[src/rtl/pipe_skid_reg.sv]
// -----------------------------------------------------------------------------
// pipe_skid_reg
//   Parametrised pipeline stage register with a valid/ready handshake.
//   A 2-entry skid buffer (main + skid) keeps in_ready a function of a flop
//   and the flush input only, so no combinational ready path crosses the
//   stage. The control payload is forced to zero whenever an entry slot is
//   empty, so a squashed or drained instruction can never write state
//   downstream.
//
// Ports
//   clk        in   rising-edge clock
//   rst_n      in   asynchronous active-low reset
//   flush      in   synchronous squash of every held entry
//   in_valid   in   upstream offers an entry
//   in_ready   out  stage can accept (= no skid entry and no flush)
//   in_data    in   upstream data payload   [DATA_W]
//   in_ctrl    in   upstream control payload [CTRL_W]
//   out_valid  out  main entry valid (registered)
//   out_ready  in   downstream accepts
//   out_data   out  main register data       [DATA_W]
//   out_ctrl   out  main register control, 0 when out_valid=0 [CTRL_W]
//   occupancy  out  entries held, 0..2 (registered)
// -----------------------------------------------------------------------------
module pipe_skid_reg #(
  parameter int DATA_W        = 96,
  parameter int CTRL_W        = 16,
  parameter bit ZERO_ON_FLUSH = 1'b1
) (
  input  logic              clk,
  input  logic              rst_n,
  input  logic              flush,
  input  logic              in_valid,
  output logic              in_ready,
  input  logic [DATA_W-1:0] in_data,
  input  logic [CTRL_W-1:0] in_ctrl,
  output logic              out_valid,
  input  logic              out_ready,
  output logic [DATA_W-1:0] out_data,
  output logic [CTRL_W-1:0] out_ctrl,
  output logic [1:0]        occupancy
);

  // State bits are {m_valid, s_valid}; 2'b01 would break the invariant
  // that a skid entry implies a main entry and is never produced.
  typedef enum logic [1:0] {
    ST_EMPTY = 2'b00,
    ST_ONE   = 2'b10,
    ST_FULL  = 2'b11
  } state_e;

  state_e            state_q, state_d;
  logic [DATA_W-1:0] m_data_q, m_data_d;
  logic [CTRL_W-1:0] m_ctrl_q, m_ctrl_d;
  logic [DATA_W-1:0] s_data_q, s_data_d;
  logic [CTRL_W-1:0] s_ctrl_q, s_ctrl_d;
  logic [1:0]        occ_q, occ_d;

  logic acc;
  logic drn;

  // Value a data slot takes when its entry goes away: cleared when
  // ZERO_ON_FLUSH is set, otherwise left as-is to avoid toggling.
  function automatic logic [DATA_W-1:0] data_on_empty(input logic [DATA_W-1:0] held);
    logic [DATA_W-1:0] res;
    if (ZERO_ON_FLUSH) begin
      res = {DATA_W{1'b0}};
    end else begin
      res = held;
    end
    return res;
  endfunction

  // Number of valid entries encoded by a state value.
  function automatic logic [1:0] entries_of(input state_e st);
    return {1'b0, st[1]} + {1'b0, st[0]};
  endfunction

  assign in_ready  = !state_q[0] && !flush;
  assign out_valid = state_q[1];
  assign out_data  = m_data_q;
  assign out_ctrl  = m_ctrl_q;
  assign occupancy = occ_q;

  assign acc = in_valid && in_ready;
  assign drn = state_q[1] && out_ready;

  // Next-state and next-payload computation; inputs are only sampled on acc,
  // so garbage on in_data/in_ctrl never reaches the registers otherwise.
  always_comb begin
    state_d  = state_q;
    m_data_d = m_data_q;
    m_ctrl_d = m_ctrl_q;
    s_data_d = s_data_q;
    s_ctrl_d = s_ctrl_q;

    if (flush) begin
      // A same-cycle drain was already seen downstream; everything goes.
      state_d  = ST_EMPTY;
      m_ctrl_d = {CTRL_W{1'b0}};
      s_ctrl_d = {CTRL_W{1'b0}};
      m_data_d = data_on_empty(m_data_q);
      s_data_d = data_on_empty(s_data_q);
    end else begin
      case (state_q)
        ST_EMPTY: begin
          if (acc) begin
            state_d  = ST_ONE;
            m_data_d = in_data;
            m_ctrl_d = in_ctrl;
          end else begin
            state_d = ST_EMPTY;
          end
        end
        ST_ONE: begin
          if (acc && drn) begin
            state_d  = ST_ONE;
            m_data_d = in_data;
            m_ctrl_d = in_ctrl;
          end else if (acc) begin
            // Downstream stalled: park the new entry behind main.
            state_d  = ST_FULL;
            s_data_d = in_data;
            s_ctrl_d = in_ctrl;
          end else if (drn) begin
            state_d  = ST_EMPTY;
            m_ctrl_d = {CTRL_W{1'b0}};
            m_data_d = data_on_empty(m_data_q);
          end else begin
            state_d = ST_ONE;
          end
        end
        ST_FULL: begin
          if (drn) begin
            state_d  = ST_ONE;
            m_data_d = s_data_q;
            m_ctrl_d = s_ctrl_q;
            s_ctrl_d = {CTRL_W{1'b0}};
            s_data_d = data_on_empty(s_data_q);
          end else begin
            state_d = ST_FULL;
          end
        end
        default: begin
          state_d  = ST_EMPTY;
          m_ctrl_d = {CTRL_W{1'b0}};
          s_ctrl_d = {CTRL_W{1'b0}};
          m_data_d = {DATA_W{1'b0}};
          s_data_d = {DATA_W{1'b0}};
        end
      endcase
    end

    occ_d = entries_of(state_d);
  end

  // State, payload and occupancy registers with asynchronous clear.
  always_ff @(posedge clk or negedge rst_n) begin
    if (!rst_n) begin
      state_q  <= ST_EMPTY;
      m_data_q <= {DATA_W{1'b0}};
      m_ctrl_q <= {CTRL_W{1'b0}};
      s_data_q <= {DATA_W{1'b0}};
      s_ctrl_q <= {CTRL_W{1'b0}};
      occ_q    <= 2'd0;
    end else begin
      state_q  <= state_d;
      m_data_q <= m_data_d;
      m_ctrl_q <= m_ctrl_d;
      s_data_q <= s_data_d;
      s_ctrl_q <= s_ctrl_d;
      occ_q    <= occ_d;
    end
  end

endmodule

[config.mk]
export PLATFORM = sky130hd
export DESIGN_NAME = pipe_skid_reg
export DESIGN_NICKNAME = d
export VERILOG_FILES = /design/src/rtl/pipe_skid_reg.sv
export SDC_FILE = /design/constraint.sdc
export NUM_CORES = 1
export LEC_CHECK = 0
export CAP_MARGIN = 20
export CORE_MARGIN = 3
export CORE_UTILIZATION = 35
export DETAILED_ROUTE_END_ITERATION = 7
export GPL_ROUTABILITY_DRIVEN = 0
export HOLD_SLACK_MARGIN = 0.06
export PLACE_DENSITY = 0.69
export SYNTH_ARGS = -nofsm -noshare
export SYNTH_HDL_FRONTEND = slang
export SYNTH_SLANG_ARGS = --single-unit
[constraint.sdc]
create_clock -name clk -period 5.25 [get_ports clk]
set_input_delay 1.3125 -clock clk [delete_from_list [all_inputs] [get_ports clk]]
set_output_delay 1.3125 -clock clk [all_outputs]
set_load 0.01 [all_outputs]
* Yosys cells after proc, flatten, opt, wreduce, memory -nomap -nowiden
Index checks and enable logic that the tools add are counted.
Operators by class: $add $sub $neg 1, equal/unequal tests 9, multiplexer cells 27, reduce and logical (&&, ||, !) cells 9
Operator list (count):
- 96-bit two-way mux | 8
- 96-bit case mux with 3 select lines | 2
- 16-bit two-way mux | 8
- 16-bit case mux with 3 select lines | 2
- 3-bit inequality test (second input constant) | 4
- 2-bit two-way mux | 5
- 4-bit inequality test (second input constant) | 2
- 4-bit AND reduction | 2
- 2-bit case mux with 3 select lines | 1
- 2-bit == test (second input constant) | 2
- 1-bit logical AND | 4
- 1-bit by 1-bit adder with 2-bit output | 1
- 1-bit zero test | 2
- 2-bit zero test | 1
- 2-bit inequality test (second input constant) | 1
- 1-bit two-way mux | 1
Word-level totals: register bits 228, output and inout port bits 116

* Logic depth before layout (Yosys ltp)
Gate-level depths: netlist of run 1.
depth in word-level cells 8, mapped depth 7, depth with buffers taken out 4

* Least setup slack after synthesis of run 1
No wires, ideal clock.
path kind input to output, start in flush, end out in_ready, arrival time 1.656 ns, required time 3.938 ns, setup slack 2.282 ns, stages 2, path buffers 1, cell sequence buf_2 nor2_1
Between the ends: cells in the longest elaborated chain, start to end 2
Ends and longest elaborated chain:
- start, declared | RTL line 31 | input logic flush,
- 1-bit zero test | RTL line 78 | assign in_ready = !state_q[0] && !flush;
- 1-bit logical AND | RTL line 78
- end, declared | RTL line 33 | output logic in_ready,
Every way passes these cells.

* Worst setup path in the final report of run 1
Ends and elaborated chain as after synthesis.

==> results.txt, run 1 <==
The run finished with clean final reports. The net switching share of the total power is 25.8%. The upper clock frequency limit came out at 238 MHz. Once the clock tree was built, the resizer swapped 0 gates to a different size. In this run the remaining antenna-violating nets after routing total 0. The critical path data arrival time came out at 2.89 ns. The count of routing violations after the opening detailed-route iteration is 606.

The worst voltage drop across the vdd grid came out at 0.183 mV. The number of distinct library cells after synthesis came out at 31. For this run, asynchronously set or reset flops after synthesis account for 100%.

The final worst setup slack is 1.05 ns. The post-synthesis average cell area came out at 11.0 sq um. Cells fill 47.0% of the core in the end. The average routed wire per standard cell is 20.2 um.

The switching power summed over all nets is 1.15 mW. The maximum number of pins on one net before global-route repair is 105. The net count after synthesis came out at 1119.

The initial core utilization is 35.8%. The width of the die is 184 um. Dividing the final minimum period by the clock period gives 80.0%.

The number of global-route vias before repair is 9092. The H-tree depth came out at 1. The fraction of power consumed by sequential logic is 43.0%. The half-perimeter wire length after placement came out at 18.7 mm.

In the synthesized netlist, the cells that appear most often are sky130_fd_sc_hd__dfrtp_1, sky130_fd_sc_hd__inv_1, sky130_fd_sc_hd__nand2_1, sky130_fd_sc_hd__mux2i_1. TritonCTS built the clock tree. The power per unit of standard cell area is 309 mW/mm^2. The number of enable flip-flop cells after synthesis is 0. The clock reaches the later pin of the worst-skew pair after 0.53 ns.

The slew at the pin closest to its max-slew limit is 1.05 ns. The full die area came out at 0.0337 sq mm. The synthesized design spends more area on one cell type than any other, namely sky130_fd_sc_hd__dfrtp_1.

The sum of overflow across all layers after global routing came out at 0. The via density per instance came out at 5.51. The clock skew after layout came out at 0.0136 ns.

The total global routing track utilization came out at 18.8%. STA classifies the critical path startpoint as an input port. The number of standard cells after synthesis is 1001. The max-cap violation count is 0.

In the final design database the tool counted 1301 nets. The count of warnings emitted by yosys is 0. The sequential element share of the synthesized area is 51.7%. The synthesized cell area is 0.0110 sq mm.

Among all flip-flop cells after synthesis, the most frequent one is sky130_fd_sc_hd__dfrtp_1. The core area came out at 0.0308 sq mm. The share of post-route cells with drive strength above 1 came out at 6.49%. Setup repair after global routing left no endpoint under its margin. The number of clock sinks came out at 228. The count of buffers inserted at the top-level ports is 232. The clock-pin slew on the worst setup and hold paths is 0.06 ns.

The most common cell in the synthesized netlist is sky130_fd_sc_hd__dfrtp_1. The worst slack at placement is 1.06 ns. The post-synthesis sequential element count is 228. The number of antenna diodes in the final layout is 0.

The critical-path maximum fanout came out at 9. The worst setup path is captured at an output pin. In this run the deepest clock path goes through 3 buffers. The internal portion of the total power is 3.32 mW. At the worst endpoint, the required time is 3.94 ns. The critical path is of the in -> out type. The total I/O pin count is 233. Row generation in the floorplan step produced 64 rows. The final layout contains routed wiring with a total length of 32.2 mm.

The number of antenna violations at the first check in global routing came out at 1. Buffers inserted during clock tree synthesis total 27. The area share of the largest cell type after synthesis came out at 51.7%. The height of the die is 184 um.

Yosys attributes the largest share of cell area to sky130_fd_sc_hd__dfrtp_1, sky130_fd_sc_hd__mux2i_1, sky130_fd_sc_hd__a221oi_1, sky130_fd_sc_hd__o2bb2ai_1, sky130_fd_sc_hd__nor3b_1. The worst hold path belongs to the class reg -> reg. The layout-stage area growth over the synthesis result is 31.1%. The analysis attributes to cell leakage a power of 5.98 nW. The detailed-route via count is 8807. The total negative slack came out at 0 ns. The number of hold buffers added after CTS was 0. The number of setup buffers added after CTS is 0. The logic gate share of total power came out at 14.7%. The total of endpoints with negative setup slack in the final report is 0. In this run the clock root is driven by a sky130_fd_sc_hd__clkbuf_16. Headroom to the max-slew limit came out at 30.2%. The number of search-and-repair iterations in the first detailed-routing pass is 5. The number of pins with negative max-slew slack in the final report is 0. The global-route wire length before repair came out at 51.6 mm. The hold violation count in the final report came to 0. Counting I/O delays and the setup requirement, the final critical path takes 4.20 ns. For this run, design rule violations remaining after detail routing come to 0. The clock power share came out at 42.4%.
==> registers in the layout, indices dropped and copies added, names as in the netlist <==
name,cells
out_data,96
s_data_q,96
out_ctrl,16
s_ctrl_q,16
occupancy,2
state_q,2
==> power groups by stage <==
stage	Combinational (mW)	Clock [mW]	Sequential, mW
6_report	0.656	1.90	1.92
5_1_grt	0.714	2.03	1.94
4_1_cts	0.666	1.95	1.92
3_5_place_dp	0.663	0	1.95
3_3_place_gp	0.651	0	1.95
2_1_floorplan	0.303	0	1.96
==> area by class of cell <==
| class | instances | area (sq um) |
|---|---|---|
| timing repair buffer | 249 | 2490 |
| fill | 2741 | 16400 |
| inverter | 113 | 424 |
| multi-input combinational | 564 | 4470 |
| sequential | 228 | 5710 |
| clock inverter | 11 | 138 |
| tap | 396 | 495 |
| clock buffer | 36 | 749 |
==> layer usage <==
metal	vias to the layer above	GRT usage (%)	part of all wire, %
li1	3985	-	-
met1	4462	26.4	45
met2	325	29.4	45
met3	33	5.64	9.2
met4	2	3.32	1.0
met5	-	0	0.025
==> final timing paths <==
check,from,endpoint,slack (ns),cells after the start
max reg2reg,state_q[0]$_DFF_PN0_,s_data_q[41]$_DFFE_PN0P_,2.47,5
min in group asynchronous,rst_n,out_data[73]$_DFFE_PN0P_,0.79,1
min,out_data[7]$_DFFE_PN0P_,out_data[7]$_DFFE_PN0P_,0.48,1
max,flush,in_ready,1.05,3
max in group asynchronous,rst_n,s_data_q[40]$_DFFE_PN0P_,3.31,2
min reg2reg,out_data[7]$_DFFE_PN0P_,out_data[7]$_DFFE_PN0P_,0.48,1
==> cell usage in the layout (no fill, tap or decap), types with 2 or more instances in the layout <==
cell and n:
sky130_fd_sc_hd__nand2b_1 2, sky130_fd_sc_hd__inv_1 113, sky130_fd_sc_hd__dfrtp_1 226, sky130_fd_sc_hd__mux2i_1 112, sky130_fd_sc_hd__nor3b_1 96, sky130_fd_sc_hd__a221o_1 16, sky130_fd_sc_hd__nand2_1 113, sky130_fd_sc_hd__and2_1 9
sky130_fd_sc_hd__buf_4 14, sky130_fd_sc_hd__o2bb2ai_1 86, sky130_fd_sc_hd__o2bb2ai_2 10, sky130_fd_sc_hd__clkbuf_1 5, sky130_fd_sc_hd__clkdlybuf4s50_1 231, sky130_fd_sc_hd__clkinv_2 6, sky130_fd_sc_hd__a221oi_1 96, sky130_fd_sc_hd__and2_0 7
sky130_fd_sc_hd__clkbuf_16 27, sky130_fd_sc_hd__buf_12 3, sky130_fd_sc_hd__bufinv_16 3, sky130_fd_sc_hd__clkbuf_8 4, sky130_fd_sc_hd__dfrtp_4 2, sky130_fd_sc_hd__nor2_1 2
==> stage by stage <==
stage / power [mW] / area, sq um / std cells / hold slack (ns)
2_1_floorplan: 2.26 / 11000 / 1001 / 0.491
3_3_place_gp: 2.60 / 13600 / 1550 / 0.471
3_5_place_dp: 2.62 / 13600 / 1550 / 0.472
4_1_cts: 4.54 / 14500 / 1597 / 0.491
5_1_grt: 4.68 / 14500 / 1597 / 0.504
6_report: 4.48 / 14500 / 1597 / 0.483
==> kinds of logic (layout without fill, tap and decap cells) <==
logic type | count (synthesis) | after routing | share of synthesized area, %
simple gates | 238 | 238 | 12.2
flops | 228 | 228 | 51.7
compound gates | 213 | 213 | 17.6
buf+inv | 209 | 409 | 8.29
mux | 112 | 112 | 10.2
fa+ha+maj | 1 | 1 | 0.113
==> critical path, stage by stage <==
cell	delay [ns]
sky130_fd_sc_hd__clkdlybuf4s50_1	0.72
sky130_fd_sc_hd__nor2_1	0.28
sky130_fd_sc_hd__clkdlybuf4s50_1	0.58
(Power assumes the default switching activity.)
==> run 2, diff against run 1 <==
- clock period: 5.25 -> 4.1 ns (I/O delays scaled with it)
==> results.txt, run 2 (synthesis results as in run 1) <==
The number of fillers in the final layout is 2741 (unchanged). The register-to-register setup slack came out at 1.39 ns (was 2.47 ns). The critical-path maximum fanout came to 71 (was 9). Commonest non-fill, non-tap cells in the layout: sky130_fd_sc_hd__clkdlybuf4s50_1, sky130_fd_sc_hd__dfrtp_1, sky130_fd_sc_hd__inv_1, sky130_fd_sc_hd__nand2_1, sky130_fd_sc_hd__mux2i_1 (unchanged). The most common library cell in the layout ignoring fill and taps is sky130_fd_sc_hd__clkdlybuf4s50_1 (unchanged).

The reg-to-reg endpoint is out_data[11]$_DFFE_PN0P_ (was s_data_q[41]$_DFFE_PN0P_). The critical path data arrival time came out at 2.34 ns (was 2.89 ns). The total length of routed wires is 31.8 mm (was 32.2 mm). The count of buffers inserted at the top-level ports is 232 (unchanged). The share of the cycle needed by the critical path after routing is 82.1%. The area of all placed cells without fillers is 0.0145 sq mm (about the same).

The share of post-route cells with drive strength above 1 came out at 6.42% (was 6.49%). The net count reported at finish came out at 1298 (was 1301). The number of clock sinks is 228 (unchanged). The origin of the worst setup path is state_q[0]$_DFF_PN0_ (was flush). The post-layout minimum cycle time is 3.37 ns. The layout-stage area growth over the synthesis result came out at 31.6% (was 31.1%). The number of pins with negative max-slew slack in the final report came to 0 (unchanged). The latest clock arrival within the worst-skew pair is 0.53 ns (about the same). The sort of element at the start of the critical path is a register (was input port). The H-tree depth is 1 (unchanged). Unrepaired setup endpoints after global routing: false (unchanged).

The cell area reported after detailed placement came out at 0.0136 sq mm (about the same). The initial core utilization is 35.8% (unchanged). The half-perimeter wire length after placement is 18.2 mm (was 18.7 mm).

The clock power share is 42.0% (was 42.4%). The type of the worst setup path was reg -> out (was in -> out). The last element of the critical path is in_ready (unchanged). The post-cts resize count came out at 0 (unchanged).

The number of global-route vias before repair is 9154 (was 9092). The sum of overflow across all layers after global routing is 0 (unchanged). The net switching share of the total power came out at 26.0% (was 25.8%).

The clock-pin slew on the worst setup and hold paths is 0.06 ns (about the same). The max-cap violation count came out at 0 (unchanged). The global-route wire length before repair came to 51.5 mm (was 51.6 mm). The clock skew after layout is 0.0101 ns (was 0.0136 ns). The slew at the pin closest to its max-slew limit came out at 1.12 ns (was 1.05 ns). The via density per instance came to 5.47 (was 5.51). The count of hold-fix buffers inserted at cts came out at 0 (unchanged).

The upper clock frequency limit came out at 297 MHz. The worst path required time came to 3.07 ns (was 3.94 ns). The library cell used as clock root buffer is sky130_fd_sc_hd__clkbuf_16 (unchanged). The core utilization of the finished layout is 47.1% (was 47.0%). The final worst setup slack came out at 0.734 ns (was 1.05 ns). The detailed-route via count came out at 8739 (was 8807). The worst slack at placement came out at 0.852 ns (was 1.06 ns). The maximum number of pins on one net before global-route repair came to 113 (was 105). The number of antenna violations at the first check in global routing came to 3 (was 1). The full die area came out at 0.0337 sq mm (unchanged).

The hold violation count in the final report is 0 (unchanged). The detailed-route DRC error count came out at 0 (unchanged). The remaining antenna violation count is 0 (unchanged).

The count of routing violations after the opening detailed-route iteration came out at 547 (was 606). The number of search-and-repair iterations in the first detailed-routing pass is 5 (unchanged). The cell depth of the worst flop-to-flop path came to 4 (was 5). The width of the die is 184 um (unchanged). The total global routing track utilization came to 18.7% (was 18.8%).

The path type of the worst min-delay path is in -> async (was reg -> reg). The total negative slack came to 0 ns (unchanged). The average routed wire per standard cell was 19.9 um (was 20.2 um). The total of endpoints with negative setup slack in the final report came to 0 (unchanged). The cell leakage power came to 5.98 nW (about the same). Run status: complete, no violations (unchanged).

The total CTS buffers came out at 27 (unchanged). The overall power after layout came out at 5.70 mW (was 4.48 mW). The cell-internal power came out at 4.22 mW (was 3.32 mW). The fraction of power consumed by sequential logic is 43.5% (was 43.0%). The total I/O pin count came to 233 (unchanged). The TritonCTS clock tree was done (unchanged). The power per unit of standard cell area is 392 mW/mm^2 (was 309 mW/mm^2). The reg-to-reg critical path startpoint was state_q[1]$_DFF_PN0_ (was state_q[0]$_DFF_PN0_).

The type of destination of the critical path is an output pin (unchanged). The height of the die is 184 um (unchanged). The switching power summed over all nets came out at 1.48 mW (was 1.15 mW). The worst voltage drop across the vdd grid came out at 0.292 mV (was 0.183 mV). The number of setup buffers added after CTS came out at 0 (unchanged).

The logic gate share of total power is 14.6% (was 14.7%). The buffer depth of the longest clock path is 3 (unchanged). The floorplan row count is 64 (unchanged). The worst slew slack as a fraction of its limit came to 25.4% (was 30.2%). The core area came out at 0.0308 sq mm (unchanged).
## run 2: changes by cell type in the layout (fill, tap and decap cells not counted), moves of 2 or more
| cell | before | now |
|---|---|---|
| sky130_fd_sc_hd__bufinv_16 | 3 | 1 |
| sky130_fd_sc_hd__clkbuf_8 | 4 | 8 |
| sky130_fd_sc_hd__diode_2 | 0 | 2 |
| sky130_fd_sc_hd__clkinv_2 | 6 | 3 |
| sky130_fd_sc_hd__buf_4 | 14 | 6 |
| sky130_fd_sc_hd__clkinvlp_4 | 0 | 2 |
| sky130_fd_sc_hd__buf_12 | 3 | 8 |
## run 2: area by class of cell
class	instances	area [sq um]	area share, %
diodes	2	5.00	0.0345
clock buffers	40	805	5.54
repair buffers	246	2530	17.4
inverters	113	424	2.92
multi-input cells	564	4470	30.7
well taps	396	495	3.41
flip-flops and latches	228	5710	39.3
clock inverters	9	86.3	0.594
## run 2: routing by layer
| layer | share of wire (%) | vias up | GRT usage [%] | wire [um] |
|---|---|---|---|---|
| met5 | 0.072 | - | 0 | 23 |
| met4 | 1.7 | 4 | 3.99 | 553 |
| met3 | 8.0 | 41 | 5.12 | 2540 |
| met2 | 45 | 272 | 29.0 | 14200 |
| met1 | 45 | 4451 | 26.3 | 14400 |
| li1 | - | 3971 | - | - |
## run 2: worst min-delay path by stage
stage / end / slack [ns] / depth (start not counted)
CTS: out_data[74]$_DFFE_PN0P_ / 0.49 / 1
floorplan: s_ctrl_q[15]$_DFFE_PN0P_ / 0.49 / 2
detailed placement: out_data[30]$_DFFE_PN0P_ / 0.47 / 1
finish: out_data[73]$_DFFE_PN0P_ / 0.46 / 1
global route: out_data[39]$_DFFE_PN0P_ / 0.50 / 1
global placement: out_data[7]$_DFFE_PN0P_ / 0.47 / 1
## run 2: critical path, stage by stage, from the launching register on
cell	delay [ns]
sky130_fd_sc_hd__dfrtp_4	1.06
sky130_fd_sc_hd__nor2_1	0.22
sky130_fd_sc_hd__clkdlybuf4s50_1	0.54
## run 2: metrics by stage
step	std cells	hold slack, ns
after floorplan	1001	0.491
after global placement	1547	0.473
after detailed placement	1547	0.473
after CTS	1596	0.490
after global routing	1597	0.501
final	1598	0.458
## run 2: power groups by stage
stage / Combinational, mW / Clock (mW) / Sequential, mW
after global placement: 0.824 / 0 / 2.51
final: 0.830 / 2.39 / 2.48
after floorplan: 0.388 / 0 / 2.51
after global routing: 0.909 / 2.54 / 2.49
after CTS: 0.843 / 2.46 / 2.47
after detailed placement: 0.840 / 0 / 2.51
